[src/rtl/seg_pkg.sv]
// Shared types and constants for the multiplexed seven-segment scanner.
// Segment drive is active-low, so SEG_OFF turns every segment and the dp dark.
package seg_pkg;

  typedef enum logic [1:0] {
    ST_IDLE  = 2'd0,
    ST_SHOW  = 2'd1,
    ST_BLANK = 2'd2
  } seg_state_t;

  localparam logic [7:0] SEG_OFF = 8'hFF;

endpackage : seg_pkg

[src/rtl/seg_scan.sv]
// Time-multiplexed scanner for DIGITS common-anode digits, one slot of DIV clocks per digit.
// Define SEG_SCAN_BLANK_EN to darken the last BLANK_CYCLES of every slot (anti-ghosting).
module seg_scan
  import seg_pkg::*;
#(
  parameter int CLK_FREQ     = 50_000_000,
  parameter int SCAN_FREQ    = 1000,
  parameter int DIGITS       = 6,
  parameter int BLANK_CYCLES = 64
) (
  input  logic                  clk,
  input  logic                  rst,
  input  logic                  en,
  input  logic [DIGITS*8-1:0]   seg_data_in,
  output logic [DIGITS-1:0]     seg_sel,
  output logic [7:0]            seg_data,
  output logic                  frame_done
);

  localparam int DIV   = CLK_FREQ / SCAN_FREQ;
  localparam int CNT_W = (DIV > 1) ? $clog2(DIV) : 1;
  localparam int IDX_W = (DIGITS > 1) ? $clog2(DIGITS) : 1;

  localparam logic [CNT_W-1:0] CNT_LAST = CNT_W'(DIV - 1);
  localparam logic [IDX_W-1:0] IDX_LAST = IDX_W'(DIGITS - 1);

  // Reject configurations that cannot produce a meaningful scan.
  if (DIV < 2) begin : g_bad_div
    $error("seg_scan: CLK_FREQ/SCAN_FREQ must be at least 2");
  end
  if (DIGITS < 1) begin : g_bad_digits
    $error("seg_scan: DIGITS must be at least 1");
  end
  if (BLANK_CYCLES >= DIV) begin : g_bad_blank
    $error("seg_scan: BLANK_CYCLES must be smaller than the slot length");
  end

  seg_state_t                   state_q, state_d;
  logic [CNT_W-1:0]             cnt_q,   cnt_d;
  logic [IDX_W-1:0]             idx_q,   idx_d;
  logic [DIGITS-1:0][7:0]       fbuf_q,  fbuf_d;

  logic [DIGITS-1:0]            sel_d;
  logic [7:0]                   data_d;
  logic                         done_d;

  // Next-state logic for the divider, digit index, FSM and frame buffer.
  // NOTE: every always_comb output gets a default first so no path infers a latch.
  always_comb begin
    state_d = state_q;
    cnt_d   = cnt_q;
    idx_d   = idx_q;
    fbuf_d  = fbuf_q;

    if (!en) begin
      state_d = ST_IDLE;
      cnt_d   = '0;
      idx_d   = '0;
    end else begin
      case (state_q)
        ST_IDLE: begin
          state_d = ST_SHOW;
          cnt_d   = '0;
          idx_d   = '0;
          fbuf_d  = seg_data_in;
        end
        default: begin
          if (cnt_q == CNT_LAST) begin
            state_d = ST_SHOW;
            cnt_d   = '0;
            if (idx_q == IDX_LAST) begin
              // Capture only at frame start so one frame never mixes two inputs.
              idx_d  = '0;
              fbuf_d = seg_data_in;
            end else begin
              idx_d = idx_q + IDX_W'(1);
            end
          end else begin
            cnt_d = cnt_q + CNT_W'(1);
`ifdef SEG_SCAN_BLANK_EN
            if (cnt_d == CNT_W'(DIV - BLANK_CYCLES)) begin
              state_d = ST_BLANK;
            end
`endif
          end
        end
      endcase
    end
  end

  // Outputs are derived from the next state so they register on the same edge.
  always_comb begin
    sel_d  = '1;
    data_d = SEG_OFF;
    if (state_d == ST_SHOW) begin
      sel_d[idx_d] = 1'b0;
      data_d       = fbuf_d[idx_d];
    end
    done_d = (state_d != ST_IDLE) && (cnt_d == CNT_LAST) && (idx_d == IDX_LAST);
  end

  // NOTE: sequential state uses non-blocking assignments so all registers update together.
  // NOTE: the frame buffer is reset so a fresh scan never drives stale or unknown segments.
  always_ff @(posedge clk) begin
    if (rst) begin
      state_q    <= ST_IDLE;
      cnt_q      <= '0;
      idx_q      <= '0;
      fbuf_q     <= {DIGITS{SEG_OFF}};
      seg_sel    <= '1;
      seg_data   <= SEG_OFF;
      frame_done <= 1'b0;
    end else begin
      state_q    <= state_d;
      cnt_q      <= cnt_d;
      idx_q      <= idx_d;
      fbuf_q     <= fbuf_d;
      seg_sel    <= sel_d;
      seg_data   <= data_d;
      frame_done <= done_d;
    end
  end

endmodule : seg_scan

[config.mk]
export PLATFORM = sky130hd
export DESIGN_NAME = seg_scan
export DESIGN_NICKNAME = d
export VERILOG_FILES = /design/src/rtl/seg_pkg.sv /design/src/rtl/seg_scan.sv
export SDC_FILE = /design/constraint.sdc
export NUM_CORES = 1
export LEC_CHECK = 0
export BUFFER_PORTS_ARGS = -buffer_cell sky130_fd_sc_hd__buf_2
export CORE_MARGIN = 2
export CORE_UTILIZATION = 60
export CTS_CLUSTER_DIAMETER = 80
export CTS_CLUSTER_SIZE = 28
export DETAILED_ROUTE_END_ITERATION = 12
export PLACE_DENSITY = 0.85
export SLEW_MARGIN = 5
export SYNTH_ARGS = -nofsm -noshare
export SYNTH_HDL_FRONTEND = slang
export SYNTH_SLANG_ARGS = --single-unit
[constraint.sdc]
create_clock -name clk -period 8.6 [get_ports clk]
set_clock_uncertainty 0.1 [all_clocks]
set_input_delay 1.72 -clock clk [delete_from_list [all_inputs] [get_ports clk]]
set_output_delay 1.72 -clock clk [all_outputs]
set_load 0.05 [all_outputs]
* Word-level counts from Yosys, hierarchy flattened
Cells that the tools add are included.
** Cells by class
- Bitwise operators :: 2
- Mux-type cells :: 18
- Reductions and logical operators :: 6
- Eq/ne operators :: 5
- Magnitude comparators :: 2
- $add $sub $neg :: 2
** Operators with widths (count)
- 48-bit 2-to-1 mux :: 4
- 16-bit 2-to-1 mux :: 3
- 16-bit == test, second input constant :: 2
- 8-bit binary-select mux with 3-bit select :: 1
- 16-bit by 1-bit adder with 16-bit output, second input constant :: 1
- 3-bit 2-to-1 mux :: 4
- 8-bit 2-to-1 mux :: 1
- 3-bit == test, second input constant :: 2
- 2-bit 2-to-1 mux :: 3
- 6-bit NOT :: 1
- 3-bit by 4-bit < comparator with 1-bit output, second input constant :: 1
- 3-bit by 1-bit adder with 3-bit output, second input constant :: 1
- 1-bit demux with 3-bit select :: 1
- 3-bit by 1-bit greater-or-equal comparator with 1-bit output, second input constant :: 1
- 1-bit logical AND :: 3
- 2-bit by 1-bit == test with 1-bit output, second input constant :: 1
- 2-bit zero test :: 1
- 2-bit nonzero test :: 1
- 2-bit OR reduction :: 1
- 1-bit 2-to-1 mux :: 1
- 1-bit NOT :: 1
** Word-level totals
- Input bits :: 51
- Output and inout port bits :: 15
- Logic and storage cells :: 47
- Bits in registers :: 84

* Depth between registers and ports, before layout
Gate-level depths: netlist (run 1).
- Depth after elaboration :: 10
- Mapped depth :: 10

* Worst setup path after synthesis (run 1)
OpenSTA, ideal clock, no wires.
- Path type :: in2reg
- Start point :: input port en
- End point :: register seg_data[7]
- Setup slack :: 5.227 ns
- Stages :: 7
- Arrival :: 3.154 ns
- Library setup time :: 0.120 ns
- Required time :: 8.380 ns
- Path through :: o21ai_0 nor2_1 mux2i_2 buf_2 mux2i_1 o21bai_1 a211o_1
** Between the ends
- Cells in the longest elaborated chain, start to end :: 4
- Elaborated cells between the ends (all ways) :: 8
** RTL lines
- start, declared :: RTL line seg_scan.sv:13 : input logic en,
- parallel branches: the longest is 4 deep, another holds 48-bit 2-to-1 mux
- end signal, assigned :: RTL line seg_scan.sv:119 : seg_data <= data_d;
- end, declared :: RTL line seg_scan.sv:16 : output logic [7:0] seg_data,
Several ways; the timed one is not identified. The select of a mux whose other input is x is not followed.
A chain may end at the register's enable or synchronous reset.

* Worst setup path after layout (run 1)
- Start point :: input port en
- End point :: register seg_data[1]
Same word-level chain as after synthesis.

==> results of run 1 <==
worst max-delay path by stage:
stage                        endpoint  start  slack [ps]
after global placement    seg_data[1]     en        4700
final                     seg_data[1]     en        5000
after global routing      seg_data[1]     en        4850
after detailed placement  seg_data[1]     en        4650
after floorplan           seg_data[7]     en        5230
after CTS                 seg_data[1]     en        5030
cells in the mapped netlist (all sizes together):
| cell type | n |
|---|---|
| clkbuf | 17 |
| nor3 | 2 |
| dfxtp | 84 |
| a21o | 1 |
| nand4 | 8 |
| xor2 | 9 |
| and3 | 9 |
| ha | 1 |
| a31oi | 4 |
| nand2 | 81 |
| a211o | 8 |
| nor3b | 1 |
| or2 | 7 |
| o22ai | 3 |
| or4b | 1 |
| nand3b | 31 |
| and3b | 1 |
| a22oi | 5 |
| nor2 | 39 |
| buf | 10 |
| nor2b | 3 |
| and4 | 2 |
| o21ai | 10 |
| and2 | 4 |
| or3 | 1 |
| inv | 1 |
| nand3 | 11 |
| xnor2 | 7 |
| or4 | 1 |
| o31ai | 1 |
| or3b | 1 |
| mux2 | 9 |
| a21oi | 12 |
| a2bb2oi | 1 |
| nor4b | 1 |
| nand4b | 1 |
| a22o | 2 |
| o21bai | 4 |
| mux2i | 26 |
| nand2b | 9 |
| nor4 | 2 |
| nand4bb | 1 |
| or4bb | 1 |
cell type report:
class                   count  share of cell area [%]
clock buffers               9                    2.85
repair buffers             67                    7.84
inverters                   1                  0.0865
clock inverters             7                    1.84
flip-flops and latches     84                    38.7
well taps                  77                    2.22
multi-input cells         321                    46.4
power by group through the flow:
stage | clock (mW) | sequential (mW) | combinational (mW)
6_report | 0.288 | 0.417 | 0.0789
5_1_grt | 0.307 | 0.419 | 0.0879
4_1_cts | 0.292 | 0.416 | 0.0789
3_5_place_dp | 0 | 0.426 | 0.0785
3_3_place_gp | 0 | 0.425 | 0.0760
2_1_floorplan | 0 | 0.429 | 0.0495
cells by family (layout without fill, tap and decap cells):
group,count (synthesis),in the layout
xor gates and xnor gates,16,16
muxes,35,35
buffers and inverters,28,84
and+or+nand+nor,218,218
adders and majority gates,1,1
DFF,84,84
AOI/OAI and AO/OA,51,51
flip-flops by register name, summed over array words and instances (netlist names):
name / cells
fbuf_q: 48
cnt_q: 16
seg_data: 8
seg_sel: 6
idx_q: 3
state_q: 2
frame_done: 1
layer usage:
metal | up-vias | track usage (%) | share of wire [%]
li1 | 1595 | - | -
met1 | 1507 | 32.6 | 46
met2 | 121 | 38.3 | 46
met3 | 20 | 4.95 | 5.9
met4 | 0 | 10.1 | 2.2
met5 | - | 0 | 0
worst max-delay path, cell delays in order:
cell	delay [ps]
buf_2	150
nor3b_1	480
a21o_1	140
buf_4	470
mux2i_1	340
mux2i_1	140
a211o_1	330
per-stage QoR:
step / utilization [%] / area (um^2)
5_1_grt: 69.5 / 4340
4_1_cts: 69.5 / 4340
2_1_floorplan: - / 3820
6_report: 69.5 / 4340
3_5_place_dp: 66.3 / 4140
3_3_place_gp: 66.3 / 4140
==> summary.txt, run 1 <==
Finish
  • Share of cells above drive strength 1: 21.5%
  • Most common cell after layout, fill and taps aside: dfxtp_1
  • N_diodes: 0
  • Post-Layout Cell Count: 566
  • Fillers: 483
  • P&R area growth vs syn: 13.6%
  • Nets: 536
  • Multi-input combinational cell area: 2010 um^2
  • Register Area: 1680 um^2
  • Commonest cells after routing, fill and taps aside: dfxtp_1, nand2_1, buf_2

Global route
  • GRT overflow: 0
  • Initial antenna violation count: 0
  • Largest net degree at the start of global routing: 52
  • Vias in the first global route: 2948
  • Global-route wire length before repair: 13800 um
  • GRT Resource Usage Total: 24.3%

Logic synthesis
  • Mapped Cells: 433
  • Compound-Gate Fraction of Synth Area: 8.71%
  • Synth Area in Simple Gates: 30.1%
  • Post-Synth Adder-Cell Area: 0.327%
  • Syn Area/Cell: 8.83 um^2
  • Yosys top cell by area: dfxtp_1
  • Yosys top cell area share: 44.0%
  • Yosys warning total: 0
  • Synthesized netlist net count: 485
  • Mapped Area: 3820 um^2
  • Largest cells by area after synthesis: dfxtp_1, nand2_1, mux2i_1
  • Multiplexer share of the synthesized area: 9.56%
  • Register area share after synthesis: 44.0%
  • Library cells used by synthesis: 47
  • #FFs+latches synth: 84
  • Largest family of logic cells by synthesized area: simple AND/OR/NAND/NOR gates
  • Xor-xnor portion of the synthesized cell area: 3.67%

Routing
  • Vias per cell: 5.73
  • Total number of vias: 3243
  • First DRT Iteration DRCs: 210
  • Drt first pass iters: 5
  • Routed WL per cell: 14.7 um
  • DRC: 0
  • Post-DRT Antenna Nets: 0
  • Post-Route WL: 8340 um

Clock tree
  • Post-CTS setup buffers: 0
  • Clk root buf: clkbuf_8
  • CTS tree: yes
  • CTS Sinks: 84
  • Clk_lat worst skew: 370 ps
  • CTS Hold Bufs: 0
  • H-tree Lvls: 3
  • Longest Clk Path Bufs: 2
  • CTS resizes: 0
  • CTS clk-pin slew, worst paths: 90 ps
  • TritonCTS Buffers: 9

Pwr
  • PwrDens: 181 nW/um^2
  • Sequential Power Share: 53.1%
  • Pleak: 1.87 nW
  • Max VDD drop: 134 uV
  • Sw Pwr: 0.204 mW
  • Net Sw Frac: 26.0%
  • Combinational cell fraction of total power: 10.1%
  • Final Total Pwr: 0.784 mW
  • Clock share of power: 36.8%
  • Int Pwr: 0.580 mW

Timing
  • Final Hold Fails: 0
  • Max_slew headroom: 27.4%
  • Unrepaired setup endpoints after global routing: false
  • Max Transition Viols Final: 0
  • Setup violators final: 0
  • Period utilization: 41.9%
  • Final WS setup: 5000 ps
  • Min Hold Slack: 368 ps
  • Final min period: 3600 ps
  • Setup_tns: 0 ps
  • Worst-Margin Slew: 1070 ps
  • Fmax achieved: 0.277 GHz

Critical path
  • FF-to-FF setup slack: 5060 ps
  • CP Capture Type: flop
  • FF-to-FF Start: cnt_q[8]
  • Worst Reg2Reg Path Length in Cells: 7
  • Largest fanout on the critical path: 50
  • FF-to-FF End: seg_data[1]
  • Crit path arrival time: 3770 ps
  • CP startpoint kind: input pin
  • Critical Path RT: 8770 ps
  • Kind of critical path: input pin to flop

Die
  • Die Height: 83.8 um
  • Num rows: 29
  • Core Region: 6240 um^2
  • Die ar.: 7020 um^2
  • Die Wd: 83.8 um
  • # IOs: 66
  • Starting density of the core: 61.2%

Min path
  • Min-delay worst type: flop to flop
  • Hold Path End: fbuf_q[21]
  • Min-Delay Path Depth: 1
  • Min-Delay Startpoint: fbuf_q[21]

Place
  • Pre-CTS setup slack: 4650 ps
  • Final RePlAce weighted congestion: 0.856
  • DP Cell Count: 550
  • Port bufs: 65
  • Dpl hpwl: 5710 um

Status
  • Status: completed

Job
  • Max_cap viols: 0
Note: power is estimated with default switching activity, not from simulation.
==> run 2: changes to the inputs <==
ABC_AREA = 1   (was default)
CORE_UTILIZATION = 56   (was 60)
PLACE_DENSITY = 0.8   (was 0.85)
clock period = 3.33 ns   (was 8.6 ns; I/O delays follow)
==> summary.txt, run 2 <==
Timing
  • Final Hold Fails: 0 (unchanged)
  • Final WS setup: 855 ps (was 5000 ps)
  • Max Transition Viols Final: 0 (unchanged)
  • Setup_tns: 0 ps (unchanged)
  • Max_slew headroom: 52.9% (was 27.4%)
  • Period utilization: 74.3%
  • Fmax achieved: 0.404 GHz
  • Worst-Margin Slew: 706 ps (was 1070 ps)
  • Setup violators final: 0 (unchanged)
  • Unrepaired setup endpoints after global routing: false (unchanged)
  • Final min period: 2480 ps

Clock tree
  • Post-CTS setup buffers: 0 (unchanged)
  • Longest Clk Path Bufs: 2 (unchanged)
  • CTS Sinks: 84 (unchanged)
  • Clk_lat worst skew: 360 ps (was 370 ps)
  • CTS tree: yes (unchanged)
  • Clk root buf: clkbuf_8 (unchanged)
  • CTS Hold Bufs: 0 (unchanged)
  • CTS resizes: 0 (unchanged)
  • TritonCTS Buffers: 9 (unchanged)
  • H-tree Lvls: 3 (unchanged)
  • CTS clk-pin slew, worst paths: 90 ps (about the same)

Die
  • Die ar.: 7560 um^2 (was 7020 um^2)
  • Core Region: 6720 um^2 (was 6240 um^2)
  • # IOs: 66 (unchanged)
  • Starting density of the core: 57.4% (was 61.2%)
  • Num rows: 30 (was 29)
  • Die Wd: 87.0 um (was 83.8 um)
  • Die Height: 87.0 um (was 83.8 um)

Pwr
  • Net Sw Frac: 26.6% (was 26.0%)
  • Clock share of power: 39.2% (was 36.8%)
  • Pleak: 2.07 nW (was 1.87 nW)
  • Int Pwr: 1.57 mW (was 0.580 mW)
  • Sw Pwr: 0.568 mW (was 0.204 mW)
  • Max VDD drop: 321 uV (was 134 uV)
  • Sequential Power Share: 49.9% (was 53.1%)
  • Combinational cell fraction of total power: 10.9% (was 10.1%)
  • PwrDens: 483 nW/um^2 (was 181 nW/um^2)

Critical path
  • CP startpoint kind: flop (was input pin)
  • Largest fanout on the critical path: 19 (was 50)
  • Worst path cell trace: ha_1 -> nand3_2 -> nor2_1 -> nand2_1 -> nand2_1 -> nand3_2 -> inv_2 -> nand3_1 -> nand3_1 -> nand2_1 -> clkinv_1 -> nand2_1 (was buf_2 -> nor3b_1 -> a21o_1 -> buf_4 -> mux2i_1 -> mux2i_1 -> a211o_1)
  • Critical Path Max Stage Delay: 430 ps (was 480 ps)
  • Top cell by count, worst path: nand2_1 (was mux2i_1)
  • Critical Path RT: 3490 ps (was 8770 ps)
  • Worst path slowest cell: inv_2 (was nor3b_1)
  • Crit path arrival time: 2640 ps (was 3770 ps)
  • CP Capture Type: flop (unchanged)
  • Kind of critical path: flop to flop (was input pin to flop)

Logic synthesis
  • Mapped Area: 3850 um^2 (was 3820 um^2)
  • #FFs+latches synth: 84 (unchanged)
  • Syn Area/Cell: 7.02 um^2 (was 8.83 um^2)
  • Mapped Cells: 549 (was 433)
  • Library cells used by synthesis: 30 (was 47)
  • Most frequent cells after synthesis: nand3_1, nand2_1, dfxtp_1 (was dfxtp_1, nand2_1, nor2_1)
  • Yosys top cell area share: 43.6% (was 44.0%)
  • Largest cells by area after synthesis: dfxtp_1, nand3_1, nand2_1 (was dfxtp_1, nand2_1, mux2i_1)
  • Post-synth EDFFs: 0 (unchanged)
  • Most frequent cell after synthesis: nand3_1 (was dfxtp_1)
  • Synthesized netlist net count: 601 (was 485)
  • Yosys top cell by area: dfxtp_1 (unchanged)
  • Top FF cell, synth: dfxtp_1 (unchanged)
  • Async SR Flop Fraction: 0% (unchanged)
  • Yosys warning total: 0 (unchanged)
  • Register area share after synthesis: 43.6% (was 44.0%)

Finish
  • Fillers: 585 (was 483)
  • N_diodes: 0 (unchanged)
  • Top reg by flops: fbuf_q (unchanged)
  • Most common cell after layout, fill and taps aside: nand3_1 (was dfxtp_1)
  • Share of cells above drive strength 1: 16.9% (was 21.5%)
  • Nets: 657 (was 536)
  • Biggest regs: fbuf_q x48, cnt_q x16, seg_data x8 (unchanged)
  • Commonest cells after routing, fill and taps aside: nand3_1, nand2_1, dfxtp_1 (was dfxtp_1, nand2_1, buf_2)
  • Max FFs per register: 48 (unchanged)
  • P&R area growth vs syn: 14.8% (was 13.6%)
  • Final core occ: 65.9% (was 69.5%)

Routing
  • Total number of vias: 3763 (was 3243)
  • Routed WL per cell: 13.5 um (was 14.7 um)
  • First DRT Iteration DRCs: 199 (was 210)
  • DRC: 0 (unchanged)
  • Post-DRT Antenna Nets: 0 (unchanged)
  • Post-Route WL: 9310 um (was 8340 um)
  • Drt first pass iters: 5 (unchanged)
  • Vias per cell: 5.45 (was 5.73)

Status
  • Status: completed (unchanged)

Place
  • Port bufs: 65 (unchanged)
  • Dpl hpwl: 6460 um (was 5710 um)
  • Pre-CTS setup slack: 909 ps (was 4650 ps)
  • Final RePlAce weighted congestion: 0.860 (was 0.856)

Global route
  • Vias in the first global route: 3444 (was 2948)
  • Largest net degree at the start of global routing: 73 (was 52)
  • GRT Resource Usage Total: 25.9% (was 24.3%)
  • GRT overflow: 0 (unchanged)
  • Initial antenna violation count: 0 (unchanged)
  • Global-route wire length before repair: 15600 um (was 13800 um)

Min path
  • Min-delay worst type: flop to flop (unchanged)

Job
  • Max_cap viols: 0 (unchanged)
[run 2: cell types whose count changed in the layout (fill, tap and decap cells not counted), sizes merged, moves of 7 or more]
| cell | change |
|---|---|
| a211o | -8 |
| a21oi | -8 |
| and3 | -9 |
| inv | +52 |
| mux2 | -9 |
| mux2i | -26 |
| nand2 | +48 |
| nand2b | -9 |
| nand3 | +138 |
| nand3b | -31 |
| nor2 | +18 |
| o211ai | +18 |
| xor2 | -7 |
[run 2: routing by layer]
metal	GRT usage (%)	routed length [um]	vias to the layer above
met5	0	0	-
met4	7.95	139	0
met3	3.60	563	12
met2	42.1	4370	131
met1	35.7	4240	1699
li1	-	-	1921
[run 2: final timing paths]
kind,start,end,slack (ps),cells past startpoint
worst max-delay path,cnt_q[0],seg_data[3],850,12
worst min-delay path,fbuf_q[1],fbuf_q[1],360,2
worst max register to register,cnt_q[0],seg_data[3],850,12
worst min register to register,fbuf_q[1],fbuf_q[1],360,2
[run 2: power groups by stage]
stage	clock, mW	sequential, mW	combinational, mW
after floorplan	0	1.11	0.143
after detailed placement	0	1.09	0.230
after CTS	0.844	1.07	0.232
final	0.838	1.07	0.232
after global placement	0	1.09	0.226
after global routing	0.877	1.07	0.262
[run 2: logic make-up after synthesis]
kind of cell	Yosys count	synth area share, %
fa+ha+maj	1	0.325
simple gates	350	41.5
compound gates	34	5.75
xor+xnor	3	0.682
buf+inv	77	8.08
flops	84	43.6
[run 2: final cells by class]
| class | instances | area, um^2 | area share, % |
|---|---|---|---|
| clock inverters | 7 | 105 | 2.37 |
| multi-input cells | 388 | 1860 | 42.0 |
| inverters | 53 | 199 | 4.50 |
| repair buffers | 69 | 355 | 8.03 |
| clock buffers | 9 | 124 | 2.80 |
| flip-flops and latches | 84 | 1680 | 38.0 |
| well taps | 80 | 100 | 2.26 |
[run 2: metrics by stage]
stage	hold WS [ps]	power, mW	instances	cell area, um^2
after detailed placement	338	1.32	674	4200
final	358	2.14	690	4430
after CTS	355	2.14	690	4430
after global routing	381	2.21	690	4430
after global placement	329	1.32	674	4200
after floorplan	317	1.25	549	3850
[run 2: critical path, delay by kind of cell (launching register included)]
family / cells / cell delay [ps]
simple gates: 9 / 1150
fa+ha+maj: 1 / 290
flops: 1 / 360
buf+inv: 2 / 490
==> run 3: changes to the inputs <==
clock period = 2.5 ns   (was 3.33 ns; I/O delays follow)
==> summary.txt, run 3 (same netlist as run 2, synthesis figures left out) <==
Pwr
  • Pleak: 2.06 nW (was 2.07 nW)
  • Int Pwr: 1.89 mW (was 1.57 mW)
  • Combinational cell fraction of total power: 11.9% (was 10.9%)
  • Net Sw Frac: 28.7% (was 26.6%)
  • PwrDens: 601 nW/um^2 (was 483 nW/um^2)
  • Final Total Pwr: 2.65 mW (was 2.14 mW)
  • Sequential Power Share: 53.6% (was 49.9%)
  • Max VDD drop: 385 uV (was 321 uV)
  • Clock share of power: 34.5% (was 39.2%)
  • Sw Pwr: 0.760 mW (was 0.568 mW)

Die
  • Die Height: 87.0 um (unchanged)
  • # IOs: 66 (unchanged)
  • Starting density of the core: 57.4% (unchanged)
  • Num rows: 30 (unchanged)
  • Die ar.: 7560 um^2 (unchanged)
  • Core Region: 6720 um^2 (unchanged)
  • Die Wd: 87.0 um (unchanged)

Routing
  • Post-DRT Antenna Nets: 0 (unchanged)
  • DRC: 0 (unchanged)
  • Total number of vias: 3805 (was 3763)
  • Post-Route WL: 9260 um (was 9310 um)
  • Drt first pass iters: 5 (unchanged)
  • Routed WL per cell: 13.4 um (was 13.5 um)
  • Vias per cell: 5.50 (was 5.45)
  • First DRT Iteration DRCs: 254 (was 199)

Timing
  • Final min period: 2310 ps (was 2480 ps)
  • Max_slew headroom: 64.2% (was 52.9%)
  • Period utilization: 92.5% (was 74.3%)
  • Setup violators final: 0 (unchanged)
  • Min Hold Slack: 264 ps (was 358 ps)
  • Unrepaired setup endpoints after global routing: false (unchanged)
  • Fmax achieved: 0.433 GHz (was 0.404 GHz)
  • Final Hold Fails: 0 (unchanged)
  • Worst-Margin Slew: 537 ps (was 706 ps)
  • Max Transition Viols Final: 0 (unchanged)
  • Setup_tns: 0 ps (unchanged)
  • Final WS setup: 188 ps (was 855 ps)

Finish
  • Most common cell after layout, fill and taps aside: nand3_1 (unchanged)
  • Fillers: 592 (was 585)
  • Final Cell Area: 4410 um^2 (was 4430 um^2)
  • Final core occ: 65.6% (was 65.9%)
  • N_diodes: 0 (unchanged)
  • Max FFs per register: 48 (unchanged)
  • Top reg by flops: fbuf_q (unchanged)
  • Biggest regs: fbuf_q x48, cnt_q x16, seg_data x8 (unchanged)
  • Nets: 659 (was 657)
  • P&R area growth vs syn: 14.4% (was 14.8%)
  • Commonest cells after routing, fill and taps aside: nand3_1, nand2_1, dfxtp_1 (unchanged)
  • Share of cells above drive strength 1: 17.2% (was 16.9%)
  • Post-Layout Cell Count: 692 (was 690)

Place
  • DP Cell Count: 676 (was 674)
  • Port bufs: 65 (unchanged)
  • Pre-CTS setup slack: 219 ps (was 909 ps)
  • Placement Cell Area: 4210 um^2 (was 4200 um^2)
  • Final RePlAce weighted congestion: 0.850 (was 0.860)
  • Dpl hpwl: 6440 um (was 6460 um)

Critical path
  • FF-to-FF Start: cnt_q[0] (unchanged)
  • FF-to-FF setup slack: 190 ps (was 850 ps)
  • Critical Path RT: 2660 ps (was 3490 ps)
  • FF-to-FF End: seg_data[2] (was seg_data[3])
  • Crit path arrival time: 2470 ps (was 2640 ps)
  • Kind of critical path: flop to flop (unchanged)
  • Largest fanout on the critical path: 10 (was 19)
  • CP startpoint kind: flop (unchanged)
  • CP Capture Type: flop (unchanged)
  • Worst Reg2Reg Path Length in Cells: 10 (was 12)

Clock tree
  • Longest Clk Path Bufs: 2 (unchanged)
  • Clk root buf: clkbuf_8 (unchanged)
  • H-tree Lvls: 3 (unchanged)
  • Clk_lat worst skew: 360 ps (about the same)
  • CTS tree: yes (unchanged)
  • CTS Sinks: 84 (unchanged)
  • CTS clk-pin slew, worst paths: 90 ps (about the same)
  • TritonCTS Buffers: 9 (unchanged)

Min path
  • Min-Delay Path Depth: 3 (was 2)
  • Min-Delay Startpoint: seg_data_in[47] (was fbuf_q[1])
  • Min-delay worst type: input pin to flop (was flop to flop)
  • Hold Path End: fbuf_q[47] (was fbuf_q[1])

Job
  • Max_cap viols: 0 (unchanged)

Status
  • Status: completed (unchanged)

Global route
  • Vias in the first global route: 3370 (was 3444)
  • Initial antenna violation count: 0 (unchanged)
  • Largest net degree at the start of global routing: 50 (was 73)
  • GRT overflow: 0 (unchanged)
  • GRT Resource Usage Total: 25.0% (was 25.9%)
  • Global-route wire length before repair: 15100 um (was 15600 um)
[run 3: worst max-delay path, cell delays in order (launching register included)]
cell and delay, ps:
dfxtp_1 360, ha_1 260, nand3_2 170, nor2_1 130
nand2_1 130, nand2_1 100, nand3_2 210, nor2_2 430
o211ai_1 150, nand3_1 100, nand3_1 70
[run 3: cell type report]
class / count / area [um^2] / share of cell area [%]
flip-flops and latches: 84 / 1680 / 38.2
repair buffers: 71 / 374 / 8.49
well taps: 80 / 100 / 2.27
clock inverters: 7 / 61.3 / 1.39
inverters: 53 / 200 / 4.54
clock buffers: 9 / 124 / 2.81
multi-input cells: 388 / 1870 / 42.3
[run 3: worst max-delay path by stage]
| stage | to | slack (ps) | start | cells after the start |
|---|---|---|---|---|
| 2_1_floorplan | seg_data[2] | 630 | cnt_q[0] | 11 |
| 3_3_place_gp | seg_data[1] | 280 | cnt_q[0] | 12 |
| 3_5_place_dp | seg_data[3] | 220 | cnt_q[0] | 12 |
| 4_1_cts | seg_data[3] | 200 | cnt_q[0] | 12 |
| 5_1_grt | seg_data[2] | 20 | cnt_q[0] | 10 |
| 6_report | seg_data[2] | 190 | cnt_q[0] | 10 |
[run 3: repair_timing]
item                                    CTS  global route
endpoints found under the setup margin    0             4
buffers inserted                          0             0
gates resized for setup                   0             3
hold buffers                              0             0
[run 3: layer usage]
| metal | vias up | part of all wire [%] | global-route usage (%) |
|---|---|---|---|
| met4 | 0 | 1.4 | 7.39 |
| met3 | 14 | 7.2 | 4.36 |
| met1 | 1723 | 47 | 35.1 |
| met5 | - | 0 | 0 |
| met2 | 136 | 44 | 39.3 |
| li1 | 1932 | - | - |
[run 3: power by group through the flow]
stage | clock (mW) | sequential, mW | combinational [mW]
2_1_floorplan | 0 | 1.48 | 0.190
3_3_place_gp | 0 | 1.45 | 0.305
3_5_place_dp | 0 | 1.45 | 0.311
4_1_cts | 0.917 | 1.42 | 0.312
5_1_grt | 0.972 | 1.43 | 0.351
6_report | 0.913 | 1.42 | 0.315
